[src/rtl/mem_read_unit.sv]
// Single-outstanding memory read unit: accept, strobe, wait with timeout,
// then hold the response until the consumer takes it.
module mem_read_unit #(
    parameter int WIDTH   = 16,
    parameter int ADDR_W  = 16,
    parameter int TIMEOUT = 15
) (
    input  logic              clk,
    input  logic              rst,
    input  logic              req_valid,
    input  logic [ADDR_W-1:0] req_addr,
    output logic              req_ready,
    output logic              mem_en,
    output logic [ADDR_W-1:0] mem_addr,
    input  logic              mem_busy,
    input  logic              mem_done,
    input  logic [WIDTH-1:0]  mem_rdata,
    output logic              rsp_valid,
    output logic [WIDTH-1:0]  rsp_data,
    output logic              rsp_err,
    input  logic              rsp_ready
);

    localparam int CW = $clog2(TIMEOUT + 1);

    typedef enum logic [1:0] {
        IDLE  = 2'd0,
        ISSUE = 2'd1,
        WAIT  = 2'd2,
        RESP  = 2'd3
    } state_e;

    state_e            state_q, state_d;
    logic [ADDR_W-1:0] addr_q, addr_d;
    logic [CW-1:0]     cnt_q, cnt_d;
    logic [WIDTH-1:0]  data_q, data_d;
    logic              err_q, err_d;

    always_ff @(posedge clk or negedge rst) begin
        if (!rst) begin
            state_q <= IDLE;
            addr_q  <= '0;
            cnt_q   <= '0;
            data_q  <= '0;
            err_q   <= 1'b0;
        end else begin
            state_q <= state_d;
            addr_q  <= addr_d;
            cnt_q   <= cnt_d;
            data_q  <= data_d;
            err_q   <= err_d;
        end
    end

    always_comb begin
        state_d = state_q;
        addr_d  = addr_q;
        cnt_d   = cnt_q;
        data_d  = data_q;
        err_d   = err_q;
        unique case (state_q)
            IDLE: begin
                if (req_valid) begin
                    addr_d  = req_addr;
                    state_d = ISSUE;
                end
            end
            ISSUE: begin
                if (!mem_busy) begin
                    cnt_d   = '0;
                    state_d = WAIT;
                end
            end
            WAIT: begin
                cnt_d = cnt_q + CW'(1);
                // mem_done takes priority over a timeout in the same cycle
                if (mem_done) begin
                    data_d  = mem_rdata;
                    err_d   = 1'b0;
                    state_d = RESP;
                end else if (cnt_d == CW'(TIMEOUT)) begin
                    data_d  = '0;
                    err_d   = 1'b1;
                    state_d = RESP;
                end
            end
            RESP: begin
                if (rsp_ready) begin
                    state_d = IDLE;
                end
            end
            default: state_d = IDLE;
        endcase
    end

    assign req_ready = (state_q == IDLE) && rst;
    assign mem_en    = (state_q == ISSUE);
    assign mem_addr  = addr_q;
    assign rsp_valid = (state_q == RESP);
    assign rsp_data  = data_q;
    assign rsp_err   = err_q;

endmodule

[config.mk]
export PLATFORM = sky130hd
export DESIGN_NAME = mem_read_unit
export DESIGN_NICKNAME = d
export VERILOG_FILES = /design/src/rtl/mem_read_unit.sv
export SDC_FILE = /design/constraint.sdc
export NUM_CORES = 1
export LEC_CHECK = 0
export ABC_AREA = 1
export CORE_MARGIN = 1.5
export CORE_UTILIZATION = 41
export DETAILED_ROUTE_END_ITERATION = 7
export GPL_ROUTABILITY_DRIVEN = 0
export PLACE_DENSITY = 0.78
export SLEW_MARGIN = 20
export SYNTH_ARGS = -nofsm -noshare
export SYNTH_HDL_FRONTEND = slang
export SYNTH_SLANG_ARGS = --single-unit
[constraint.sdc]
create_clock -name clk -period 2 [get_ports clk]
set_input_delay 0.4 -clock clk [delete_from_list [all_inputs] [get_ports clk]]
set_output_delay 0.4 -clock clk [all_outputs]
set_load 0.01 [all_outputs]
# Word-level counts from Yosys, hierarchy flattened

Index checks and enable logic that the tools add are counted.

Output and inout bits: 36
Flip-flop bits (word level): 39

$add $sub $neg: 1
Equality and inequality tests: 8
Reduce and logical (&&, ||, !) cells: 8
Multiplexer cells: 12

Operators by type and width:

| operator              | count |
|---|---|
| $mux W16              | 2 |
| $mux W2               | 5 |
| $pmux W2 S4           | 1 |
| $pmux W4 S2           | 1 |
| $reduce_and A2 Y1     | 3 |
| $add A4 B1 Y4 const B | 1 |
| $eq A2 B2 Y1 const B  | 2 |
| $eq A4 B4 Y1 const B  | 1 |
| $mux W4               | 1 |
| $ne A2 B2 Y1 const B  | 2 |
| $reduce_and A4 Y1     | 1 |
| $reduce_bool A2 Y1    | 2 |
| $ne A3 B3 Y1 const B  | 1 |
| $eq A2 B1 Y1 const B  | 1 |
| $logic_not A2 Y1      | 1 |
| $mux W1               | 2 |
| $ne A2 B1 Y1 const B  | 1 |
| $logic_and A1 B1 Y1   | 1 |

# Logic depth before layout (Yosys ltp)

Gate-level depths: netlist of run 1.

Word-level depth: 5
Gate-level depth with buffers: 11

# Worst setup path before layout of run 1

Ideal clock, no wire load.

Path type: register to register
Start point: register state_q[0]
End point: register addr_q[10], in the netlist mem_addr[10]
Path buffers: 1
Slack: 0.453 ns
Cell stages (with the launch flop): 6
Arrival: 1.423 ns
Clock period less this slack: 1.547 ns
Setup time: 0.125 ns
Data required time: 1.875 ns
Cells stage by stage: dfrtp_1 > inv_1 > ha_1 > nand2_1 > buf_2 > mux2_2

Cells in the longest elaborated chain, start to end: 2

RTL lines:

| element                     | line | source |
|---|---|---|
| start: declaration          | 33   | `state_e state_q, state_d;` |
| start signal: assignment    | 47   | `state_q <= state_d;` |
| $logic_not A2 Y1            | 61   | `unique case (state_q)` |
| $reduce_and A2 Y1 (no line) | n/a  |  |
| end signal: assignment      | 48   | `addr_q <= addr_d;` |
| end: declaration            | 34   | `logic [ADDR_W-1:0] addr_q, addr_d;` |

Every way passes these cells.
A chain may end at the register's enable or synchronous reset.

# Worst setup path in the final report of run 1

Start point: register state_q[1]
End point: output mem_en

Cells in the longest elaborated chain, start to end: 1

RTL lines:

| element          | line | source |
|---|---|---|
| $eq A2 B1 Y1     | 97   | `assign mem_en = (state_q == ISSUE);` |
| end: declaration | 13   | `output logic mem_en,` |

Every way passes these cells.

==> flow_metrics.py, run 1 <==
metrics = {
    "clock_network": {
        "clk_latency_ps": 280,
        "cts_hold_buffers": 0,
        "htreeDepth": 2,
        "cts_buffers": 5,
        "clockBufferDepth": 2,
        "root_buffer": "clkbuf_8",
        "clk_pin_slew_worst_paths_ps": 60,
        "clkSinkCount": 39,
        "cts_tree": "done",
    },
    "global_route": {
        "grt_pass1_vias": 1267,
        "antenna_found_initial": 0,
        "grt_overflow": 0,
        "track_usage_pct": 16.7,
        "grt_max_degree": 40,
        "grt_first_pass_wirelength_um": 5620,
    },
    "status": {
        "outcome": "finished, final reports clean",
    },
    "flow_run": {
        "max-cap-violations": 0,
    },
    "cells_and_area": {
        "layout_common_cells": "71 x clkdlybuf4s50_1, 64 x nand2_1, 39 x dfrtp_1, 16 x mux2_2, 13 x inv_1",
        "utilization_pct": 64.4,
        "areaGrowthSynthToFinish_pct": 51.5,
        "drive_above_1_share_pct": 13.9,
        "num_antenna_cells": 0,
        "layout_commonest_cell": "clkdlybuf4s50_1",
        "finalNetCount": 291,
        "stdcell_area_um2": 2560,
    },
    "logic_synthesis": {
        "ys_types": 19,
        "synth_compound_area_share_pct": 3.11,
        "syn_area_um2": 1690,
        "syn_nets": 211,
        "ys_seq_elements": 39,
        "synth.avg_cell_area_um2": 10.2,
        "synth_top_family_by_area": "simple AND/OR/NAND/NOR gates",
        "yosys_warnings": 0,
        "syn_inst": 166,
        "yosysSeqAreaShare_pct": 57.8,
        "muxShareOfSynthArea_pct": 10.7,
        "yosys.area_share.simple_pct": 18.4,
        "synth-xor-area-share_pct": 0,
        "synthAdderAreaFrac_pct": 5.19,
    },
    "power_and_ir_drop": {
        "pwr-share-seq_pct": 37.5,
        "p_leak_nw": 1.22,
        "powerDensity_nw_per_um2": 1430,
        "ir_worst_vdd_v": 0.000786,
        "power_frac_clock_pct": 12.7,
        "internal-power_mw": 2.44,
        "p_comb_share_pct": 49.9,
        "power.switching_mw": 1.23,
        "p_sw_share_pct": 33.5,
    },
    "setup_path": {
        "crit-reg2reg-launch": "state_q[1]",
        "r2r-end": "rsp_data[9]",
        "crit_type": "reg2out",
        "cp-startpoint": "state_q[1]",
        "r2r_setup_slack_ps": 350,
        "startpoint_type": "flop",
        "critPathArrivalTime_ps": 1520,
        "worst_ep_required_time_ps": 1600,
        "rr_worst_depth": 6,
        "cp-endpoint": "mem_en",
        "cp-end-kind": "primary output",
        "crit_fanout": 3,
    },
    "drt": {
        "wl_um": 3480,
        "drt_iter0_drc": 49,
        "wire_per_inst_um": 11.8,
        "drt_pass1_iterations": 4,
        "final_antenna_net_count": 0,
        "vias": 1352,
        "drc": 0,
        "vias_per_cell": 4.58,
    },
    "sta": {
        "fin_crit_sh_pct": 95.8,
        "grt_setup_unrepaired": "no",
        "setup_tns_ps": 0,
        "fmax_mhz": 522,
        "finalSetupViolations": 0,
        "period_minus_slack_ps": 1920,
        "fin_skew_ps": 4.92,
        "tightest_slew_ps": 491,
        "max-slew-margin-rel_pct": 67.1,
        "hold_violations": 0,
        "drv_slew": 0,
    },
    "floorplan": {
        "ios": 74,
        "num_rows": 23,
        "core_um2": 3970,
        "start_util_pct": 42.5,
        "die_h_um": 67.2,
        "dieArea_um2": 4510,
        "die_w_um": 67.2,
    },
    "place": {
        "io_buffers": 73,
        "hpwl_um": 2630,
        "place_area_um2": 2470,
    },
    "min_path": {
        "hold_path_class": "in2async",
    },
}
-- per-layer routing --
layer | global-route usage, % | routed length [µm]
met1 | 19.6 | 1420
met2 | 28.2 | 1790
met3 | 6.83 | 253
met4 | 4.34 | 18
met5 | 0 | 0
-- synthesized netlist by cell type --
cell | n | area share, %
nand2_4 | 1 | 0.67
nand3_1 | 4 | 1.2
or2_2 | 1 | 0.37
dfrtp_1 | 39 | 58
mux2_2 | 16 | 11
a21oi_1 | 1 | 0.30
a21oi_4 | 1 | 0.96
o22ai_1 | 1 | 0.37
inv_2 | 1 | 0.22
o21ai_0 | 5 | 1.5
nand4_1 | 1 | 0.37
ha_1 | 7 | 5.2
buf_2 | 2 | 0.59
clkinv_1 | 1 | 0.22
buf_6 | 1 | 0.67
inv_1 | 14 | 3.1
nand2_1 | 64 | 14
nand2_2 | 2 | 0.74
nor2_1 | 4 | 0.89
-- worst max-delay path, cell delays in order (launching register included) --
cell and delay, ps:
dfrtp_1 380, inv_1 100, ha_2 210, clkdlybuf4s50_1 540
-- layout make-up --
class                      count  area (µm²)
clock buffer                   6        72.6
timing repair buffer          76         751
sequential                    39         976
fill                         342        1410
inverter                      16        60.1
multi-input combinational    108         637
tap                           50        62.6
-- worst min-delay path by stage --
stage	from	endpoint	slack [ps]	cells past startpoint
2_1_floorplan	rst	cnt_q[0]	100	0
3_3_place_gp	rsp_data[11]	rsp_data[11]	450	2
3_5_place_dp	rsp_data[11]	rsp_data[11]	460	2
4_1_cts	rst	mem_addr[12]	220	2
5_1_grt	rst	mem_addr[11]	240	2
6_report	rst	cnt_q[1]	200	2
-- logic make-up after synthesis --
family,count (synthesis)
adder cells (fa/ha/maj),7
flip-flops,39
buffers and inverters,19
multiplexers,16
AND/OR/NAND/NOR,77
AO/OA/AOI/OAI,8
-- metrics by stage --
step	hold slack (ps)	worst slack, ps	std cells	power, mW
detailed placement	460	269	288	3.22
finish	201	84.4	295	3.67
CTS	225	3.10	295	3.73
global route	243	18.8	295	3.97
floorplan	104	453	166	2.27
global placement	453	297	288	3.16
-- power groups by stage --
stage / sequential, mW / clock [mW] / combinational, mW
after global placement: 1.38 / 0 / 1.78
final: 1.37 / 0.465 / 1.83
after floorplan: 1.53 / 0 / 0.740
after CTS: 1.38 / 0.485 / 1.86
after detailed placement: 1.39 / 0 / 1.83
after global routing: 1.42 / 0.518 / 2.03
-- state kept, by name, indices dropped and copies added (netlist names) --
register	cells
mem_addr	16
rsp_data	16
cnt_q	4
state_q	2
rsp_err	1
-- what timing repair did --
action / 4_1_cts / 5_1_grt
endpoints found under the setup margin: 1 / 2
resized for setup: 2 / 2
setup buffers: 1 / 0
endpoints found under the hold margin: 0 / 0
(Power assumes the default switching activity.)
==> inputs of run 2 (changes only) <==
--- a/config.mk
+++ b/config.mk
@@ -11,6 +11,7 @@
 export DETAILED_ROUTE_END_ITERATION = 7
 export GPL_ROUTABILITY_DRIVEN = 0
 export PLACE_DENSITY = 0.78
+export RECOVER_POWER = 50
 export SLEW_MARGIN = 20
 export SYNTH_ARGS = -nofsm -noshare
 export SYNTH_HDL_FRONTEND = slang
==> run 2 against run 1 <==
Against the previous run:
- worst setup slack better by 5.4 ps
- clock skew about the same
- combinational power about the same
- register-to-register slack barely moved
- sequential share of layout area increased by 0.13 points
- cell count unchanged
- critical path depth unchanged
- flip-flop and latch count unchanged
- largest power group unchanged
==> flow_metrics.py, run 2 (synthesis results as in run 1) <==
metrics = {
    "clock_network": {
        "cts_buffers": 5,
        "root_buffer": "clkbuf_8",
        "clk_latency_ps": 280,
        "clockBufferDepth": 2,
        "clkSinkCount": 39,
        "htreeDepth": 2,
        "clk_pin_slew_worst_paths_ps": 60,
        "cts_tree": "done",
    },
    "global_route": {
        "grt_max_degree": 40,
        "top_usage_layer": "met2",
        "grt_first_pass_wirelength_um": 5620,
        "grtUsageMet1_pct": 19.6,
        "grt_pass1_vias": 1267,
        "antenna_found_initial": 0,
        "met2_usage_pct": 28.2,
        "track_usage_pct": 16.7,
        "grt_overflow": 0,
        "grt_use_met3_pct": 6.83,
    },
    "setup_path": {
        "worst_ep_required_time_ps": 1600,
        "cp-end-kind": "primary output",
        "cp-endpoint": "mem_en",
        "r2r-end": "rsp_data[9]",
        "cpPeakStageDelay_ps": 540,
        "cp.depth": 3,
        "startpoint_type": "flop",
        "crit-reg2reg-launch": "state_q[1]",
        "critPathTopFamily": "buffers and inverters",
        "critPathArrivalTime_ps": 1510,
        "crit_path_top_delay_cell": "clkdlybuf4s50_1",
        "crit_type": "reg2out",
        "crit_chain": "inv_1 > ha_2 > clkdlybuf4s50_1",
        "crit_fanout": 3,
        "rr_worst_depth": 6,
        "cp-startpoint": "state_q[1]",
        "path_buf_inv": 2,
        "r2r_setup_slack_ps": 350,
    },
    "power_and_ir_drop": {
        "finalPower_mw": 3.66,
        "powerDensity_nw_per_um2": 1430,
        "ir_worst_vdd_v": 0.000786,
        "p_leak_nw": 1.22,
    },
    "floorplan": {
        "dieArea_um2": 4510,
        "ios": 74,
        "die_h_um": 67.2,
        "die_w_um": 67.2,
        "core_um2": 3970,
        "start_util_pct": 42.5,
        "num_rows": 23,
    },
    "cells_and_area": {
        "finalNetCount": 291,
        "multi_input_area_um2": 634,
        "drive_above_1_share_pct": 12.7,
        "stdcell_area_um2": 2550,
        "areaGrowthSynthToFinish_pct": 51.0,
        "fillers": 344,
        "utilization_pct": 64.2,
        "layout.area.seq_um2": 976,
        "num_antenna_cells": 0,
        "layout_commonest_cell": "clkdlybuf4s50_1",
        "layout_common_cells": "71 x clkdlybuf4s50_1, 64 x nand2_1, 39 x dfrtp_1, 16 x mux2_2, 14 x inv_1",
    },
    "sta": {
        "max-slew-margin-rel_pct": 36.8,
        "tightest_slew_ps": 948,
        "fmax_mhz": 524,
        "finalSetupViolations": 0,
        "grt_setup_unrepaired": "no",
        "fin_crit_sh_pct": 95.5,
        "setup_tns_ps": 0,
        "drv_slew": 0,
        "setup_ws_ps": 89.8,
        "fin_skew_ps": 4.92,
        "period_minus_slack_ps": 1910,
        "hold_violations": 0,
    },
    "drt": {
        "drt_iter0_drc": 49,
        "drt_pass1_iterations": 4,
        "final_antenna_net_count": 0,
        "vias_per_cell": 4.58,
        "drc": 0,
        "wire_per_inst_um": 11.8,
        "wl_um": 3470,
        "vias": 1352,
    },
    "place": {
        "io_buffers": 73,
        "place_area_um2": 2470,
        "hpwl_um": 2630,
        "dp_slack_ps": 269,
    },
    "min_path": {
        "hold_path_class": "in2async",
    },
    "flow_run": {
        "max-cap-violations": 0,
    },
    "status": {
        "outcome": "finished, final reports clean",
    },
}
run 2: cell types whose count changed in the layout (fill, tap and decap cells not counted), sizes merged:
cell | previous run | this run
clkbuf | 6 | 9
buf | 4 | 1
run 2: power breakdown:
group / total [mW] / switching [mW] / internal (mW)
Combinational: 1.82 / 0.789 / 1.03
Clock: 0.465 / 0.233 / 0.232
Sequential: 1.37 / 0.207 / 1.17
run 2: cell type report:
class | instances | area share (%)
Clock buffer | 6 | 2.85
Multi-Input combinational cell | 108 | 24.9
Inverter | 16 | 2.36
Timing Repair Buffer | 76 | 29.2
Sequential cell | 39 | 38.3
Tap cell | 50 | 2.45
run 2: worst reg2reg max path: cells and delay by family (launching register included):
family                     cells  cell delay [ps]
DFF                            1              380
and+or+nand+nor                3              350
adders and majority gates      1              260
buffers and inverters          2              550
run 2: how the worst min path moves through the flow:
stage | from | end | slack, ps
after CTS | rst | mem_addr[12] | 220
after floorplan | rst | cnt_q[0] | 100
after global placement | rsp_data[11] | rsp_data[11] | 450
final | rst | cnt_q[1] | 420
after global routing | rsp_data[5] | rsp_data[5] | 510
after detailed placement | rsp_data[11] | rsp_data[11] | 460
run 2: repair_timing:
item                                    4_1_cts  5_1_grt
gates resized for setup                       2        2
endpoints found under the hold margin         0        0
endpoints found under the setup margin        1        2
buffers inserted                              1        0
hold buffers                                  0        0
run 2: per-stage QoR:
| stage | hold slack [ps] | std cells |
|---|---|---|
| after floorplan | 104 | 166 |
| after global placement | 453 | 288 |
| after detailed placement | 460 | 288 |
| after CTS | 225 | 295 |
| after global routing | 506 | 295 |
| final | 416 | 295 |
run 2: metal layers:
metal	up-vias	share of wire, %
met2	51	51
met5	-	0
met1	623	41
met3	2	7.3
met4	0	0.52
li1	676	-
==> inputs of run 3 (changes only) <==
--- a/config.mk
+++ b/config.mk
@@ -6,7 +6,6 @@
 export NUM_CORES = 1
 export LEC_CHECK = 0
 export ABC_AREA = 1
-export CORE_MARGIN = 1.5
 export CORE_UTILIZATION = 41
 export DETAILED_ROUTE_END_ITERATION = 7
 export GPL_ROUTABILITY_DRIVEN = 0
==> run 3 against run 2 <==
Against the previous run:
- largest cell class unchanged
- non-clock buffer count stayed put
- sequential power is essentially flat
- critical path type unchanged
- critical path depth is the same
==> flow_metrics.py, run 3 (synthesis results as in run 1) <==
metrics = {
    "status": {
        "outcome": "finished, final reports clean",
    },
    "drt": {
        "final_antenna_net_count": 0,
        "vias_per_cell": 4.58,
        "wl_um": 3440,
        "wire_per_inst_um": 11.7,
        "drc": 0,
        "drt_iter0_drc": 55,
        "vias": 1347,
        "drt_pass1_iterations": 4,
    },
    "place": {
        "place_area_um2": 2470,
        "io_buffers": 73,
        "hpwl_um": 2560,
        "dp_slack_ps": 276,
        "place_inst": 286,
    },
    "flow_run": {
        "max-cap-violations": 0,
    },
    "floorplan": {
        "start_util_pct": 44.5,
        "die_w_um": 66.2,
        "die_h_um": 66.2,
        "core_um2": 3800,
        "num_rows": 22,
        "ios": 74,
        "dieArea_um2": 4380,
    },
    "power_and_ir_drop": {
        "power_frac_clock_pct": 14.0,
        "ir_worst_vdd_v": 0.000804,
        "internal-power_mw": 2.47,
        "p_leak_nw": 1.23,
        "pwr-share-seq_pct": 37.1,
        "p_comb_share_pct": 49.0,
        "power.switching_mw": 1.24,
        "powerDensity_nw_per_um2": 1450,
        "p_sw_share_pct": 33.4,
    },
    "sta": {
        "period_minus_slack_ps": 1910,
        "max-slew-margin-rel_pct": 39.7,
        "fin_crit_sh_pct": 95.6,
        "setup_tns_ps": 0,
        "grt_setup_unrepaired": "no",
        "setup_ws_ps": 88.1,
        "fmax_mhz": 523,
        "drv_slew": 0,
        "hold_violations": 0,
        "fin_skew_ps": 6.51,
        "tightest_slew_ps": 905,
        "finalSetupViolations": 0,
    },
    "min_path": {
        "hold_path_class": "in2async",
    },
    "global_route": {
        "antenna_found_initial": 0,
        "grt_pass1_vias": 1379,
        "track_usage_pct": 18.2,
        "grt_first_pass_wirelength_um": 5800,
        "grt_overflow": 0,
        "grt_max_degree": 40,
    },
    "setup_path": {
        "cp-end-kind": "primary output",
        "critPathArrivalTime_ps": 1510,
        "worst_ep_required_time_ps": 1600,
        "rr_worst_depth": 6,
        "crit_fanout": 3,
        "crit_type": "reg2out",
        "startpoint_type": "flop",
    },
    "cells_and_area": {
        "layout_common_cells": "71 x clkdlybuf4s50_1, 64 x nand2_1, 39 x dfrtp_1, 16 x mux2_2, 13 x inv_1",
        "finalNetCount": 291,
        "utilization_pct": 67.4,
        "stdcell_area_um2": 2560,
        "layout_commonest_cell": "clkdlybuf4s50_1",
        "fin_cells": 294,
        "drive_above_1_share_pct": 13.4,
        "num_antenna_cells": 0,
        "areaGrowthSynthToFinish_pct": 51.6,
    },
    "clock_network": {
        "cts_buffers": 5,
        "clockBufferDepth": 2,
        "clk_pin_slew_worst_paths_ps": 70,
        "cts_hold_buffers": 0,
        "cts_tree": "done",
        "clkSinkCount": 39,
        "root_buffer": "clkbuf_8",
        "htreeDepth": 2,
        "clk_latency_ps": 280,
    },
}
## run 3: final timing paths
path | startpoint | to | slack, ps
setup / recovery | state_q[1] | mem_en | 90
hold / removal | rst | rsp_data[4] | 370
setup reg to reg | state_q[1] | rsp_data[4] | 300
hold reg to reg | rsp_data[11] | rsp_data[11] | 480
max in group asynchronous | rst | mem_addr[3] | 1070
min in group clk | rsp_data[11] | rsp_data[11] | 480
## run 3: through the flow
step                hold WS [ps]  total power, mW
floorplan                    104             2.27
global placement             454             3.16
detailed placement           463             3.21
CTS                          192             3.77
global route                 489             4.00
finish                       370             3.70
## run 3: power groups by stage
stage | logic (mW) | registers, mW | clock network [mW]
final | 1.81 | 1.37 | 0.517
after detailed placement | 1.82 | 1.39 | 0
after CTS | 1.85 | 1.38 | 0.538
after global routing | 2.00 | 1.42 | 0.582
after floorplan | 0.740 | 1.53 | 0
after global placement | 1.78 | 1.38 | 0
## run 3: what timing repair did
action,4_1_cts,5_1_grt
pin swaps,0,0
resized for setup,3,1
cloned,0,0
setup buffers,1,0
endpoints found under the setup margin,1,1
## run 3: layer usage
metal / global-route usage, % / vias up / part of all wire [%]
met3: 6.21 / 2 / 7.1
met1: 20.2 / 618 / 42
met5: 0 / - / 0
li1: - / 673 / -
met4: 8.78 / 0 / 1.2
met2: 31.1 / 54 / 49
## run 3: cell type report
type / instances / area [µm²]
fill: 335 / 1240
tap: 48 / 60.1
multi-input combinational: 108 / 632
clock inverter: 1 / 5.00
clock buffer: 6 / 82.6
inverter: 16 / 60.1
timing repair buffer: 76 / 744
sequential: 39 / 976
## run 3: worst max-delay path: stages, from the launching register on
cell	delay, ps
dfrtp_1	400
inv_2	80
ha_1	200
clkdlybuf4s50_1	550
==> patch 1 (config.mk and constraints of run 1) <==
Set the parameter `TIMEOUT` to 30 (it was 15).
--- a/src/rtl/mem_read_unit.sv
+++ b/src/rtl/mem_read_unit.sv
@@ -3,7 +3,7 @@
 module mem_read_unit #(
     parameter int WIDTH   = 16,
     parameter int ADDR_W  = 16,
-    parameter int TIMEOUT = 15
+    parameter int TIMEOUT = 30
 ) (
     input  logic              clk,
     input  logic              rst,
Behaviour: same outputs for any inputs over 10 cycles, from zero or initial values and one cycle with rst low; that may be too few to reach the edited logic, so the function may still have changed.
==> patch 1 against run 1 <==
- synthesized area increased by 3.4%
- worst hold slack got worse by 0.026 ns
- cell area increased by 3.9%
- power increased by 6.2%
- largest power group unchanged
- non-clock buffer count increased by 1
- wire length increased by 3.0%
- sequential cell count increased by 1
- critical path type unchanged
- setup slack improved by 0.0042 ns
==> patch 1: results (changes against run 1) <==
GRT
  • First-pass GRT wire length: 5600 um (was 5620 um)
  • Met3 Use GR: 0.0559 (was 0.0683)
  • Tot GR Track Use: 0.167 (about the same)
  • Initial antenna violation count: 0 (unchanged)
  • Met1 Use GR: 0.191 (was 0.196)
  • M2 GR Usage: 0.275 (was 0.282)
  • Vias in the first global route: 1,252 (was 1,267)
  • Pin count of the biggest net entering global routing: 41 (was 40)

Critical path
  • Slowest stage cell, crit path: clkdlybuf4s50_1 (unchanged)
  • CP peak stage delay: 0.47 ns (was 0.54 ns)
  • Largest delay share family, worst path: buffers and inverters (unchanged)
  • Crit-path max FO: 3 (unchanged)
  • Reg-to-reg endpoint: rsp_data[6] (was rsp_data[9])
  • Reg-to-reg slack, setup: 0.31 ns (was 0.35 ns)

Clock tree
  • Clock transition at path regs: 0.07 ns
  • Clk root buf: clkbuf_8 (unchanged)
  • Clk buf depth: 2 (unchanged)
  • H-tree Lvls: 2 (unchanged)
  • Later-pin clock latency in the skew report: 0.29 ns

Route
  • Top sig layer: met4 (unchanged)
  • Initial DRC Count: 52 (was 49)
  • Metal3 WL: 265 um (was 253 um)
  • Final wirelength: 3580 um (was 3480 um)
  • Vias: 1,406 (was 1,352)
  • Met1 wire length: 1480 um (was 1420 um)
  • Routed wl met2: 1770 um (was 1790 um)
  • Pre-antenna DRT Iters: 4 (unchanged)

Power and ir drop
  • Leakage: 1.29 nW (was 1.22 nW)
  • Peak VDD IR: 0.714 mV (was 0.786 mV)
  • Clk network pwr share: 0.162 (was 0.127)
  • Seq power: 1.39 mW
  • Psw: 1.28 mW (was 1.23 mW)
  • Total Power: 3.90 mW (was 3.67 mW)

Timing
  • Layout Skew: 0.00491 ns (was 0.00492 ns)
  • Fin. max-slew vios: 0 (unchanged)
  • Worst rel slew slack: 0.659 (was 0.671)

Finish
  • # diodes: 0 (unchanged)
  • NumNets Final: 298 (was 291)
  • Share of cells above drive strength 1: 0.150 (was 0.139)

Yosys
  • Post-synthesis sequential area ratio: 0.573 (was 0.578)
  • Mapped Nets: 217 (was 211)
  • Top cells by count, synth: nand2_1 (66), dfrtp_1 (40), mux2_2 (16), inv_1 (15), ha_1 (7) (was nand2_1 (64), dfrtp_1 (39), mux2_2 (16), inv_1 (14), ha_1 (7))
  • Ranking of synthesized cells by area: dfrtp_1 (57%), nand2_1 (14%), mux2_2 (10%) (was dfrtp_1 (58%), nand2_1 (14%), mux2_2 (11%))
  • Synth warnings: 0 (unchanged)
  • Yosys cell types: 22 (was 19)

Placed design
  • Post-DP HPWL: 2590 um (was 2630 um)
  • Area after DPL: 0.00253 sq mm (was 0.00247 sq mm)
  • PortBufs: 73 (unchanged)

Run status
  • Status: finished, final reports clean (unchanged)

Hold path
  • Hold/Removal Path Class: in2async (unchanged)
## patch 1: cell types whose count changed after synthesis, sizes merged
cell / run 1 / this run
a221oi: 0 / 1
o22ai: 1 / 2
o21ai: 5 / 2
nand2: 67 / 68
nor2: 4 / 5
dfrtp: 39 / 40
nand3: 4 / 6
nand4: 1 / 2
inv: 15 / 16
## patch 1: layout make-up
cell class,count,area (sq um)
Clock buffer,6,72.6
Clock inverter,2,35.0
Fill cell,337,1400
Inverter,17,63.8
Multi-Input combinational cell,112,663
Sequential cell,40,1000
Tap cell,50,62.6
Timing Repair Buffer,77,761
## patch 1: how the worst max path moves through the flow
stage / to / depth (start not counted) / from / slack (ns)
after global placement: state_q[0] / 6 / req_valid / 0.30
after CTS: req_ready / 5 / state_q[0] / 0.02
after global routing: rsp_valid / 3 / state_q[0] / 0.03
after floorplan: mem_addr[10] / 5 / state_q[0] / 0.45
final: rsp_valid / 3 / state_q[0] / 0.09
after detailed placement: req_ready / 5 / state_q[0] / 0.28
## patch 1: what timing repair did
| action | 4_1_cts | 5_1_grt |
|---|---|---|
| setup buffers | 2 | 0 |
| setup endpoints to repair | 2 | 2 |
| resized for setup | 2 | 3 |
| pin swaps | 0 | 0 |
## patch 1: cells by family after synthesis
| logic type | share of synthesized area |
|---|---|
| compound gates | 0.0301 |
| buf+inv | 0.0487 |
| fa+ha+maj | 0.0501 |
| flops | 0.573 |
| mux | 0.103 |
| simple gates | 0.195 |
## patch 1: stage by stage
step	std cells	hold slack, ns	setup slack [ns]
after global routing	304	0.220	0.0289
after global placement	294	0.453	0.300
after CTS	304	0.198	0.0172
final	304	0.175	0.0886
after detailed placement	294	0.460	0.275
after floorplan	172	0.104	0.453
==> patch 2 (flow settings as in run 1) <==
Made on the original files. The 4 states of `state_e` get a one-hot encoding in 4 bits.
--- a/src/rtl/mem_read_unit.sv
+++ b/src/rtl/mem_read_unit.sv
@@ -23,11 +23,11 @@
 
     localparam int CW = $clog2(TIMEOUT + 1);
 
-    typedef enum logic [1:0] {
-        IDLE  = 2'd0,
-        ISSUE = 2'd1,
-        WAIT  = 2'd2,
-        RESP  = 2'd3
+    typedef enum logic [3:0] {
+        IDLE  = 4'b0001,
+        ISSUE = 4'b0010,
+        WAIT  = 4'b0100,
+        RESP  = 4'b1000
     } state_e;
 
     state_e            state_q, state_d;
Behaviour: no difference found for any inputs over 10 cycles, from zero or initial values and one cycle with rst low; not proved beyond that.
==> patch 2 against run 1 <==
- global-route usage increased by 0.44 points
- power increased by 5.3%
- cell area increased by 4.1%
- setup slack improved by 0.063 ns
- wire length increased by 5.9%
- count of clock-buffer cells in the layout increased by 1
- sequential cell count increased by 2
- non-clock buffer count decreased by 1
- first-iteration DRC count increased by 4.1%
- core utilization increased by 0.76 points
- final cell count increased by 1.7%
- die area increased by 4.7%
- largest power group unchanged
- synthesized area increased by 4.9%
==> patch 2: results (changes against run 1) <==
GRT
  • Pin count of the biggest net entering global routing: 42 (was 40)
  • First-pass GRT wire length: 5930 um (was 5620 um)
  • Tot GR Track Use: 0.171 (was 0.167)
  • Vias in the first global route: 1,340 (was 1,267)

Power and ir drop
  • Leakage: 1.32 nW (was 1.22 nW)
  • Peak VDD IR: 0.740 mV (was 0.786 mV)
  • Internal Power: 2.66 mW (was 2.44 mW)

Placed design
  • Setup WS pre-CTS: 0.191 ns (was 0.269 ns)
  • Post-DP HPWL: 2690 um (was 2630 um)

Clock tree
  • Later-pin clock latency in the skew report: 0.29 ns
  • CTS buffer count: 5 (unchanged)
  • Clk root buf: clkbuf_8 (unchanged)
  • Clock transition at path regs: 0.08 ns (was 0.06 ns)
  • H-tree Lvls: 2 (unchanged)
  • Clk buf depth: 2 (unchanged)

Critical path
  • Reg-to-reg endpoint: mem_addr[10] (was rsp_data[9])
  • Setup crit end: req_ready (was mem_en)
  • Arrival @ worst endpoint: 1.45 ns (was 1.52 ns)
  • Critical path origin: state_q[0] (was state_q[1])
  • Worst r2r path cells: 4 (was 6)
  • Crit-path max FO: 3 (unchanged)
  • Reg-to-reg slack, setup: 0.50 ns (was 0.35 ns)

Route
  • Pre-antenna DRT Iters: 4 (unchanged)
  • Final wirelength: 3680 um (was 3480 um)
  • Initial DRC Count: 51 (was 49)
  • Vias: 1,400 (was 1,352)

Yosys
  • Mapped Nets: 210 (was 211)
  • Multiplexer share of the synthesized area: 0.121 (was 0.107)
  • Share of synthesized flip-flops with an asynchronous set or reset: 1.00 (unchanged)
  • Top cells by count, synth: nand2_1 (68), dfrtp_1 (40), inv_1 (9), mux2_4 (9), nor2_1 (8) (was nand2_1 (64), dfrtp_1 (39), mux2_2 (16), inv_1 (14), ha_1 (7))
  • Yosys cell types: 21 (was 19)
  • Compound-Gate Fraction of Synth Area: 0.0148 (was 0.0311)
  • Ranking of synthesized cells by area: dfrtp_1 (56%), nand2_1 (14%), mux2_4 (7.6%) (was dfrtp_1 (58%), nand2_1 (14%), mux2_2 (11%))
  • Area share of fa/ha/maj cells after synthesis: 0.0141 (was 0.0519)
  • Post-synthesis sequential area ratio: 0.580 (was 0.578)

Timing
  • Layout Skew: 0.00690 ns (was 0.00492 ns)
  • Worst rel slew slack: 0.662 (was 0.671)
  • Fmax: 540 MHz (was 522 MHz)

Finish
  • Share of cells above drive strength 1: 0.148 (was 0.139)
  • NumNets Final: 289 (was 291)

Hold path
  • Hold/Removal Path Class: in2async (unchanged)

Run status
  • Status: finished, final reports clean (unchanged)
## patch 2: cell types whose count changed in the layout (fill, tap and decap cells not counted), moves of 2 or more
| cell | run 1 | this run |
|---|---|---|
| nor2_1 | 4 | 7 |
| mux2_2 | 16 | 7 |
| mux2_4 | 0 | 9 |
| inv_1 | 13 | 9 |
| nor2_4 | 0 | 3 |
| dlygate4sd2_1 | 0 | 2 |
| nand3_1 | 4 | 6 |
| nand2_1 | 64 | 68 |
| ha_2 | 2 | 0 |
| o21ai_0 | 5 | 3 |
| clkdlybuf4s50_1 | 71 | 69 |
| ha_1 | 5 | 2 |
## patch 2: worst min-delay path by stage
stage	endpoint	slack, ns	depth (start not counted)
global placement	rsp_data[1]	0.45	2
detailed placement	rsp_data[1]	0.46	2
finish	rsp_data[4]	0.17	2
CTS	mem_addr[8]	0.20	2
global route	mem_addr[8]	0.23	2
floorplan	cnt_q[0]	0.10	0
## patch 2: per-layer routing
metal,share of wire,global-route usage,vias to the layer above,routed length [um]
met4,0.010,0.0515,0,37
met5,0,0,-,0
li1,-,-,693,-
met1,0.43,0.205,657,1580
met3,0.074,0.0633,5,273
met2,0.49,0.287,45,1790
## patch 2: what timing repair did
action | in CTS | in global routing
hold buffers | 0 | 0
resized for setup | 3 | 1
pin swaps | 0 | 0
setup endpoints to repair | 3 | 1
buffers inserted | 1 | 0
## patch 2: worst max-delay path, stage by stage (launching register included)
cell           delay [ns]
dfstp_2              0.56
inv_2                0.06
nor2_4               0.12
nand2_1              0.08
nor2_1               0.08
dlygate4sd2_1        0.27
## patch 2: stage by stage
step	instance area [sq um]	total power, mW	std cells
after floorplan	1770	2.31	170
after global placement	2540	3.17	291
after detailed placement	2540	3.21	291
after CTS	2660	3.92	300
after global routing	2660	4.15	300
final	2660	3.87	300
## patch 2: cells by family after synthesis
| logic type | after synthesis |
|---|---|
| flip-flops | 41 |
| AO/OA/AOI/OAI | 5 |
| adder cells (fa/ha/maj) | 2 |
| AND/OR/NAND/NOR | 91 |
| multiplexers | 16 |
| buffers and inverters | 15 |
## patch 2: power by group through the flow
| stage | Sequential (mW) | Clock [mW] | Combinational [mW] |
|---|---|---|---|
| after CTS | 1.47 | 0.698 | 1.75 |
| after detailed placement | 1.48 | 0 | 1.73 |
| after floorplan | 1.62 | 0 | 0.689 |
| after global placement | 1.46 | 0 | 1.71 |
| final | 1.47 | 0.674 | 1.72 |
| after global routing | 1.52 | 0.738 | 1.89 |
## patch 2: area by class of cell
type                       instances  area (sq um)
inverter                          12          45.0
tap                               50          62.6
sequential                        41          1030
clock inverter                     1          30.0
clock buffer                       7          86.3
multi-input combinational        114           672
fill                             361          1420
timing repair buffer              75           741
